$ cat config.mk
export PLATFORM = sky130hd
export DESIGN_NAME = pe_mac_os
export DESIGN_NICKNAME = d
export VERILOG_FILES = /design/src/rtl/pe_mac_os.sv
export SDC_FILE = /design/constraint.sdc
export NUM_CORES = 1
export LEC_CHECK = 0
export ABC_AREA = 1
export ABC_CLOCK_PERIOD_IN_PS = 3900
export CORE_ASPECT_RATIO = 0.5
export CORE_MARGIN = 4
export CORE_UTILIZATION = 48
export DETAILED_ROUTE_END_ITERATION = 6
export GPL_TIMING_DRIVEN = 0
export MAX_ROUTING_LAYER = met4
export PLACE_DENSITY_LB_ADDON = 0.08
export SLEW_MARGIN = 20
export SYNTH_ARGS = -nofsm -noshare
export SYNTH_HDL_FRONTEND = slang
export SYNTH_SLANG_ARGS = --single-unit
$ cat constraint.sdc
create_clock -name clk -period 3.9 [get_ports clk]
set_input_delay 0.78 -clock clk [delete_from_list [all_inputs] [get_ports clk]]
set_output_delay 0.78 -clock clk [all_outputs]
set_load 0.005 [all_outputs]
$ cat src/rtl/pe_mac_os.sv
// Output-stationary systolic PE: forwards operands east/south, MACs into a saturating/wrapping accumulator, drains via a psum chain.
// Latency: operand pass-through 1 cycle; MAC result on acc 1 cycle after a valid pair; drain emits own result 2 cycles after drain pulse.
// Backpressure: none; operands and psums move every cycle, the valid bits qualify them, busy flags the drain window.
//
// Ports:
//   clk, rst                         clock (rising edge), asynchronous active-low reset
//   a_in/a_valid_in -> a_out/...     west operand in, east operand out (registered)
//   b_in/b_valid_in -> b_out/...     north operand in, south operand out (registered)
//   acc_clr, drain                   single-cycle control pulses (honoured only in COMPUTE)
//   psum_in/psum_valid_in            drain chain from the PE to the north
//   psum_out/psum_valid_out          drain chain to the PE to the south
//   acc, mac_count                   live accumulator and MAC count of the current tile
//   ovf_flag, pair_err, busy         sticky overflow, sticky operand-pairing error, drain in progress
//
// ACC_W must be at least 2*DATA_W so a single product always fits.
module pe_mac_os #(
  parameter int DATA_W   = 8,
  parameter int ACC_W    = 32,
  parameter int SIGNED   = 0,
  parameter int SATURATE = 1,
  parameter int ROW_IDX  = 0,
  parameter int CNT_W    = 16
) (
  input  logic              clk,
  input  logic              rst,
  input  logic [DATA_W-1:0] a_in,
  input  logic              a_valid_in,
  input  logic [DATA_W-1:0] b_in,
  input  logic              b_valid_in,
  output logic [DATA_W-1:0] a_out,
  output logic              a_valid_out,
  output logic [DATA_W-1:0] b_out,
  output logic              b_valid_out,
  input  logic              acc_clr,
  input  logic              drain,
  input  logic [ACC_W-1:0]  psum_in,
  input  logic              psum_valid_in,
  output logic [ACC_W-1:0]  psum_out,
  output logic              psum_valid_out,
  output logic [ACC_W-1:0]  acc,
  output logic [CNT_W-1:0]  mac_count,
  output logic              ovf_flag,
  output logic              pair_err,
  output logic              busy
);

  // pass_cnt only has to reach ROW_IDX-1; keep at least one bit for ROW_IDX of 0 or 1.
  localparam int              PC_W      = (ROW_IDX > 1) ? $clog2(ROW_IDX) : 1;
  localparam logic [PC_W-1:0] PASS_LAST = PC_W'(ROW_IDX - 1);

  localparam logic             IS_SIGNED = (SIGNED != 0);
  localparam logic             DO_SAT    = (SATURATE != 0);
  localparam logic [ACC_W-1:0] ACC_MAX   = IS_SIGNED ? {1'b0, {(ACC_W-1){1'b1}}} : {ACC_W{1'b1}};
  localparam logic [ACC_W-1:0] ACC_MIN   = IS_SIGNED ? {1'b1, {(ACC_W-1){1'b0}}} : {ACC_W{1'b0}};

  typedef enum logic [1:0] {
    COMPUTE    = 2'd0,
    DRAIN_SELF = 2'd1,
    DRAIN_PASS = 2'd2
  } state_t;

  state_t          state;
  state_t          state_nxt;
  logic [PC_W-1:0] pass_cnt;

  logic pair_vld;
  logic pair_one;
  assign pair_vld = a_valid_in & b_valid_in;
  assign pair_one = a_valid_in ^ b_valid_in;

  // ---------------------------------------------------------------------------
  // MAC datapath. Operands are extended to 2*DATA_W before the multiply so the
  // low 2*DATA_W bits of the product are correct for both signed and unsigned.
  // The sum is formed one bit wider than the accumulator so overflow is exact.
  // ---------------------------------------------------------------------------
  logic [2*DATA_W-1:0] a_x;
  logic [2*DATA_W-1:0] b_x;
  logic [2*DATA_W-1:0] prod;
  logic [ACC_W:0]      prod_ext;
  logic [ACC_W-1:0]    acc_base;
  logic [ACC_W:0]      base_ext;
  logic [ACC_W:0]      sum;
  logic                mac_ovf;
  logic [ACC_W-1:0]    mac_res;

  assign a_x      = {{DATA_W{IS_SIGNED & a_in[DATA_W-1]}}, a_in};
  assign b_x      = {{DATA_W{IS_SIGNED & b_in[DATA_W-1]}}, b_in};
  assign prod     = a_x * b_x;
  assign prod_ext = {{(ACC_W+1-2*DATA_W){IS_SIGNED & prod[2*DATA_W-1]}}, prod};

  // A clear coinciding with a pair starts the new tile from the product alone.
  assign acc_base = acc_clr ? '0 : acc;
  assign base_ext = {IS_SIGNED & acc_base[ACC_W-1], acc_base};
  assign sum      = base_ext + prod_ext;

  // Signed: the two top bits disagree when the true sum left the range.
  // Unsigned: any carry out is an overflow, and it can only be upward.
  assign mac_ovf = IS_SIGNED ? (sum[ACC_W] ^ sum[ACC_W-1]) : sum[ACC_W];

  always_comb begin
    mac_res = sum[ACC_W-1:0];
    if (mac_ovf && DO_SAT) begin
      mac_res = (IS_SIGNED && sum[ACC_W]) ? ACC_MIN : ACC_MAX;
    end
  end

  // ---------------------------------------------------------------------------
  // Drain state machine
  // ---------------------------------------------------------------------------
  always_ff @(posedge clk or negedge rst) begin
    if (!rst) begin
      state <= COMPUTE;
    end else begin
      state <= state_nxt;
    end
  end

  always_comb begin
    state_nxt = state;
    case (state)
      COMPUTE: begin
        if (drain) begin
          state_nxt = DRAIN_SELF;
        end
      end
      DRAIN_SELF: begin
        // Row 0 has nobody to the north, so it is done after its own result.
        state_nxt = (ROW_IDX == 0) ? COMPUTE : DRAIN_PASS;
      end
      DRAIN_PASS: begin
        if (psum_valid_in && (pass_cnt == PASS_LAST)) begin
          state_nxt = COMPUTE;
        end
      end
      default: begin
        state_nxt = COMPUTE;
      end
    endcase
  end

  assign busy = (state != COMPUTE);

  // ---------------------------------------------------------------------------
  // Operand forwarding: unconditional, valid bits ride alongside the data.
  // ---------------------------------------------------------------------------
  always_ff @(posedge clk or negedge rst) begin
    if (!rst) begin
      a_out       <= '0;
      a_valid_out <= 1'b0;
      b_out       <= '0;
      b_valid_out <= 1'b0;
    end else begin
      a_out       <= a_in;
      a_valid_out <= a_valid_in;
      b_out       <= b_in;
      b_valid_out <= b_valid_in;
    end
  end

  // ---------------------------------------------------------------------------
  // Accumulator, counters, flags and drain chain
  // ---------------------------------------------------------------------------
  always_ff @(posedge clk or negedge rst) begin
    if (!rst) begin
      acc            <= '0;
      mac_count      <= '0;
      ovf_flag       <= 1'b0;
      pair_err       <= 1'b0;
      psum_out       <= '0;
      psum_valid_out <= 1'b0;
      pass_cnt       <= '0;
    end else begin
      case (state)
        COMPUTE: begin
          psum_valid_out <= 1'b0;
          if (acc_clr) begin
            acc       <= '0;
            mac_count <= '0;
            ovf_flag  <= 1'b0;
            pair_err  <= 1'b0;
          end
          if (pair_vld) begin
            acc <= mac_res;
            if (acc_clr) begin
              mac_count <= CNT_W'(1);
            end else if (!(&mac_count)) begin
              mac_count <= mac_count + CNT_W'(1);
            end
            if (mac_ovf) begin
              ovf_flag <= 1'b1;
            end
          end
          // A lone valid is an error seen in the new tile, so it survives a clear.
          if (pair_one) begin
            pair_err <= 1'b1;
          end
        end
        DRAIN_SELF: begin
          psum_out       <= acc;
          psum_valid_out <= 1'b1;
          acc            <= '0;
          mac_count      <= '0;
          ovf_flag       <= 1'b0;
          pass_cnt       <= '0;
          if (pair_vld || pair_one) begin
            pair_err <= 1'b1;
          end
        end
        DRAIN_PASS: begin
          psum_out       <= psum_in;
          psum_valid_out <= psum_valid_in;
          if (psum_valid_in) begin
            pass_cnt <= pass_cnt + PC_W'(1);
          end
          if (pair_vld || pair_one) begin
            pair_err <= 1'b1;
          end
        end
        default: begin
          psum_valid_out <= 1'b0;
        end
      endcase
    end
  end

endmodule

==> impl_metrics.ini, run 1 <==
[placement]
place.gp.congestion = 0.981
placed_area_mm2 = 0.00966
hpwl_um = 17600
portBuffers = 122
pre_cts_slack_ns = -1.37

[synthesis]
ys_ff_latch = 102
synthCells = 1080
synthSimpleGateAreaFrac = 0.280
synthArstFlopShare = 1.00
synth.avg_cell_area_um2 = 7.29
ys_top_cells_by_area = dfrtp_1, nand2_1, fa_1
synth_fa_ha_area_frac = 0.197
synth_ff_type = dfrtp_1
synth_top_family_by_area = simple AND/OR/NAND/NOR gates
yosysTopAreaCell = dfrtp_1
synth_commonest_cells = nand2_1, inv_1, dfrtp_1, nor2_1, nand3_1
synth.most_common_cell = nand2_1
synth_area_mm2 = 0.00787
synth_cell_types = 38
synth_compound_gate_area_share = 0.0547
synth_edf_count = 0
synthMuxAreaShare = 0
synth-xor-area-share = 0.0100
yosysSeqAreaShare = 0.324
ys.warnings.count = 0
synth_top_area_share = 0.324
syn_nets = 1229

[final_layout]
fill_cells = 1282
final_util = 0.695
syn2layout_area_growth_pct = 39.0
drive_above_1_share = 0.252
n_antenna_cell = 0
multi_input_area_mm2 = 0.00500
nets = 1408
register_area_mm2 = 0.00255
final_cell_area_mm2 = 0.0109

[setup_path]
path_class = in -> reg
worst-r2r-cell-count = 20
cp-startpoint = acc_clr
cpPeakStageDelay_ns = 0.54
cp_cell_sequence = buf_12 -> clkinv_8 -> buf_8 -> nand2_4 -> fa_1 -> inv_2 -> fa_1 -> inv_1 -> fa_1 -> fa_1 -> inv_2 -> ha_4 -> nand2_2 -> nand2_2 -> inv_2 -> nand2_4 -> buf_6 -> nand4_1 -> nand3_2 -> nand2_1 -> nand2_1 -> nand3_1 -> nand2_1
endpoint = acc[23]
cp.required_ns = 4.20
critPathSlowestCell = fa_1
r2r_setup_slack_ns = -0.09
crit_top_cell = fa_1
worstPathMaxFanout = 7
critPathLaunchType = input port
rr_endpoint = acc[23]
critical_path_arrival_ns = 4.54
cp-end-kind = flip-flop
r2r_start = acc[6]

[grt]
grt_start_max_net_pins = 69
first_global_vias = 7161
grt-ovfl-total = 0
antenna_found_initial = 0
track_usage = 0.255
grt_pass1_wl_um = 37000

[timing]
rsz0062_at_grt = true
slew_headroom = 0.591
hold_viol = 0
finClkSkew_ns = 0.00955
tns_ns = -8.62
min_period_ns = 4.24
fmax_mhz = 236
period_share = 1.09
setup_ws_ns = -0.339
final_max_slew_viol_count = 0
setup_violations = 33
worst_slew_pin_slew_ns = 0.613

[route]
vias = 7416
viasPerCell = 4.99
wl_per_cell_um = 15.5
ant_nets = 0
drc = 0
wl_um = 23100
drt-initial-drc-count = 439
drtPass1Iterations = 5

[clocking]
clkTransAtPathRegs_ns = 0.08
cts_inserted_buffers = 9
clock_latency_ns = 0.36
cts_hold_buf = 0
cts_root_buffer = clkbuf_16
htreeDepth = 3
clock_path_buffers = 2
tritoncts = built
cts.sinks = 102

[floorplan]
initial_utilization = 0.500
die-area_mm2 = 0.0186
die_h_um = 98.5
ios = 157
die_w_um = 189
row_count = 32
coreArea_mm2 = 0.0157

[pwr]
fin_total_pwr_w = 0.00518
leakagePower_nw = 5.74
power_density_mw_per_mm2 = 473
peakVddDrop_mv = 0.319

[status]
violations = negative setup slack
status = complete, but fails checks

[min_path]
worst_hold_path_type = in -> async

[flow_run]
cap_viol_max_count = 0
## registers in the layout, summed over array words and instances (netlist names)
| name | flops |
|---|---|
| state | 1 |
| b_out | 8 |
| psum_valid_out | 1 |
| a_out | 8 |
| ovf_flag | 1 |
| pair_err | 1 |
| a_valid_out | 1 |
| mac_count | 16 |
| b_valid_out | 1 |
| acc | 32 |
| psum_out | 32 |
## worst max-delay path: cells and delay by family
family	cells	cell delay, ns
fa+ha+maj	5	2.31
buf+inv	8	0.58
simple gates	10	0.84
## layout make-up
type	count	area share
clock buffer	10	0.0219
buffer	24	0.0141
timing repair buffer	184	0.161
tap	221	0.0253
inverter	230	0.0808
sequential	102	0.233
multi-input combinational	708	0.457
clock inverter	6	0.00618
## cell usage in the layout, fill, tap and decap left out, types with 9 or more instances in the layout
| cell | count |
|---|---|
| a21oi_1 | 21 |
| a21oi_2 | 11 |
| buf_4 | 53 |
| buf_6 | 18 |
| clkbuf_1 | 14 |
| clkbuf_16 | 9 |
| clkdlybuf4s50_1 | 105 |
| dfrtp_1 | 102 |
| fa_1 | 37 |
| fa_2 | 13 |
| ha_1 | 31 |
| ha_4 | 10 |
| inv_1 | 190 |
| inv_2 | 36 |
| nand2_1 | 259 |
| nand2_2 | 68 |
| nand2_4 | 27 |
| nand3_1 | 48 |
| nand3_2 | 13 |
| nor2_1 | 65 |
| nor2_2 | 13 |
| nor3_1 | 12 |
| o21ai_0 | 31 |
## report_power, final
group	total (W)	internal, W	switching, W
clock network	0.000927	0.000469	0.000457
registers	0.00118	0.00113	0.0000512
logic	0.00307	0.00132	0.00175
## metrics by stage
step           hold WS (ns)  std cells
2_1_floorplan         0.394       1080
3_3_place_gp          0.385       1423
3_5_place_dp          0.384       1424
4_1_cts               0.311       1483
5_1_grt               0.325       1485
6_report              0.306       1485
## worst min path at each step
stage                                 to  slack (ns)  cells past startpoint
after floorplan           psum_valid_out        0.39                      0
after global placement    psum_valid_out        0.38                      0
after detailed placement  psum_valid_out        0.38                      0
after CTS                   psum_out[17]        0.31                      1
after global routing        psum_out[17]        0.32                      1
final                       mac_count[9]        0.31                      1
## cells by family (layout without fill, tap and decap cells)
logic type               after synthesis  in the layout
AO/OA/AOI/OAI                         75             75
XOR/XNOR                               9              9
adder cells (fa/ha/maj)               94             94
buffers and inverters                270            454
flip-flops                           102            102
AND/OR/NAND/NOR                      530            530
## routing by layer
layer	track usage	vias to the layer above	wire length [um]
li1	-	3594	-
met1	0.360	3544	10900
met2	0.388	247	10300
met3	0.0517	31	1500
met4	0.0498	0	347
met5	-	-	0
## what timing repair did
action,4_1_cts,5_1_grt
cloned,1,0
resized for setup,193,124
buffers inserted,46,14
setup endpoints to repair,33,33
pin swaps,86,91
Power figures use the tool's default switching activity.
==> run 2, diff against run 1 <==
--- a/config.mk
+++ b/config.mk
@@ -8,9 +8,10 @@
 export ABC_AREA = 1
 export ABC_CLOCK_PERIOD_IN_PS = 3900
 export CORE_ASPECT_RATIO = 0.5
-export CORE_MARGIN = 4
+export CORE_MARGIN = 5
 export CORE_UTILIZATION = 48
 export DETAILED_ROUTE_END_ITERATION = 6
+export GPL_ROUTABILITY_DRIVEN = 0
 export GPL_TIMING_DRIVEN = 0
 export MAX_ROUTING_LAYER = met4
 export PLACE_DENSITY_LB_ADDON = 0.08
==> impl_metrics.ini, run 2 (same netlist as run 1, synthesis figures left out) <==
[flow_run]
cap_viol_max_count = 0

[final_layout]
mostFrequentLayoutCell = nand2_1
drive_above_1_share = 0.226
syn2layout_area_growth_pct = 36.9
final_cell_mix = nand2_1, inv_1, clkdlybuf4s50_1
n_antenna_cell = 0
nets = 1395
top_regs = acc: 32 flops, psum_out: 32 flops, mac_count: 16 flops

[clocking]
clkTransAtPathRegs_ns = 0.07
cts_hold_buf = 0
clock_path_buffers = 2
tritoncts = built
clock_latency_ns = 0.37
cts_inserted_buffers = 9
cts.sinks = 102
cts_root_buffer = clkbuf_16
htreeDepth = 3

[setup_path]
worstPathMaxFanout = 5
cp.required_ns = 4.20
critical_path_arrival_ns = 4.58
path_class = in -> reg
critPathLaunchType = input port
cp-end-kind = flip-flop

[floorplan]
die_w_um = 191
row_count = 33
die-area_mm2 = 0.0192
die_h_um = 101
coreArea_mm2 = 0.0162
initial_utilization = 0.485
ios = 157

[grt]
first_global_vias = 7056
gr-max-usage-layer = met2
use_met1 = 0.350
antenna_found_initial = 0
grt_pass1_wl_um = 36700
use_met3 = 0.0460
gr-usage-met2 = 0.388
grt_start_max_net_pins = 62
track_usage = 0.250
grt-ovfl-total = 0

[status]
violations = negative setup slack
status = complete, but fails checks

[placement]
portBuffers = 122
pre_cts_slack_ns = -1.34
hpwl_um = 17500

[timing]
finClkSkew_ns = 0.0102
hold_viol = 0
fmax_mhz = 234
slew_headroom = 0.548
min_period_ns = 4.28
period_share = 1.10
setup_ws_ns = -0.379
rsz0062_at_grt = true
worst_slew_pin_slew_ns = 0.678
setup_violations = 33
final_max_slew_viol_count = 0

[pwr]
p_comb_frac = 0.575
power.internal_w = 0.00284
p_sw_w = 0.00209
power.share.clock = 0.185
power_density_mw_per_mm2 = 458
p_seq_frac = 0.240
leakagePower_nw = 5.58
p_sw_frac = 0.423
fin_total_pwr_w = 0.00493
peakVddDrop_mv = 0.344

[route]
drc = 0
viasPerCell = 4.95
ant_nets = 0
vias = 7309
drt-initial-drc-count = 387
wl_um = 23000
wl_per_cell_um = 15.6
drtPass1Iterations = 5

[min_path]
worst_hold_path_type = in -> async
-- run 2: path summary, 6_finish.rpt --
kind / start / end / slack, ns / depth (start not counted)
max in group asynchronous: rst / a_out[3] / 2.91 / 2
worst max register to register: acc[7] / acc[3] / -0.14 / 18
worst min register to register: state[0] / psum_valid_out / 0.41 / 0
min in group clk: state[0] / psum_valid_out / 0.41 / 0
worst min-delay path: rst / mac_count[5] / 0.32 / 1
worst max-delay path: a_in[3] / acc[3] / -0.38 / 22
-- run 2: per-layer routing --
| layer | routed length [um] | vias up |
|---|---|---|
| li1 | - | 3566 |
| met1 | 11000 | 3497 |
| met2 | 10500 | 225 |
| met3 | 1320 | 21 |
| met4 | 306 | 0 |
| met5 | 0 | - |
-- run 2: what timing repair did --
action | CTS | global route
cloned | 2 | 0
resized for setup | 182 | 116
pin swaps | 76 | 69
endpoints found under the setup margin | 33 | 33
buffers inserted | 42 | 5
-- run 2: critical path, stage by stage --
cell	delay (ns)
buf_12	0.11
buf_8	0.12
nand2_2	0.06
inv_2	0.03
fa_2	0.53
fa_2	0.45
fa_1	0.56
inv_2	0.04
fa_2	0.52
inv_2	0.04
ha_4	0.29
nand2_4	0.06
nor2_4	0.12
nand2_2	0.10
nor2_4	0.13
nand2_4	0.06
nand3_4	0.12
buf_6	0.14
nand2_8	0.07
nand3_1	0.09
nand2_1	0.08
inv_1	0.06
-- run 2: power groups by stage --
stage	Combinational, W	Sequential, W	Clock (W)
floorplan	0.00149	0.00120	0
global placement	0.00205	0.00120	0
detailed placement	0.00209	0.00120	0
CTS	0.00255	0.00118	0.000924
global route	0.00313	0.00119	0.000977
finish	0.00284	0.00118	0.000912
-- run 2: per-stage QoR --
| stage | setup TNS [ns] | std cells | area (um^2) | util | hold slack [ns] |
|---|---|---|---|---|---|
| 2_1_floorplan | -13.96 | 1080 | 8130 | - | 0.394 |
| 3_3_place_gp | -229.58 | 1429 | 9640 | 0.594 | 0.381 |
| 3_5_place_dp | -42.58 | 1430 | 9660 | 0.596 | 0.392 |
| 4_1_cts | -12.57 | 1485 | 10500 | 0.648 | 0.340 |
| 5_1_grt | -14.42 | 1478 | 10800 | 0.664 | 0.341 |
| 6_report | -10.58 | 1478 | 10800 | 0.664 | 0.325 |
-- run 2: final cells by class --
class / count / area [um^2]
inverters: 230 / 887
repair buffers: 172 / 1680
well taps: 227 / 284
clock buffers: 10 / 239
fillers: 1389 / 5460
clock inverters: 6 / 50.0
flip-flops and latches: 102 / 2550
multi-input cells: 708 / 4940
plain buffers: 23 / 145
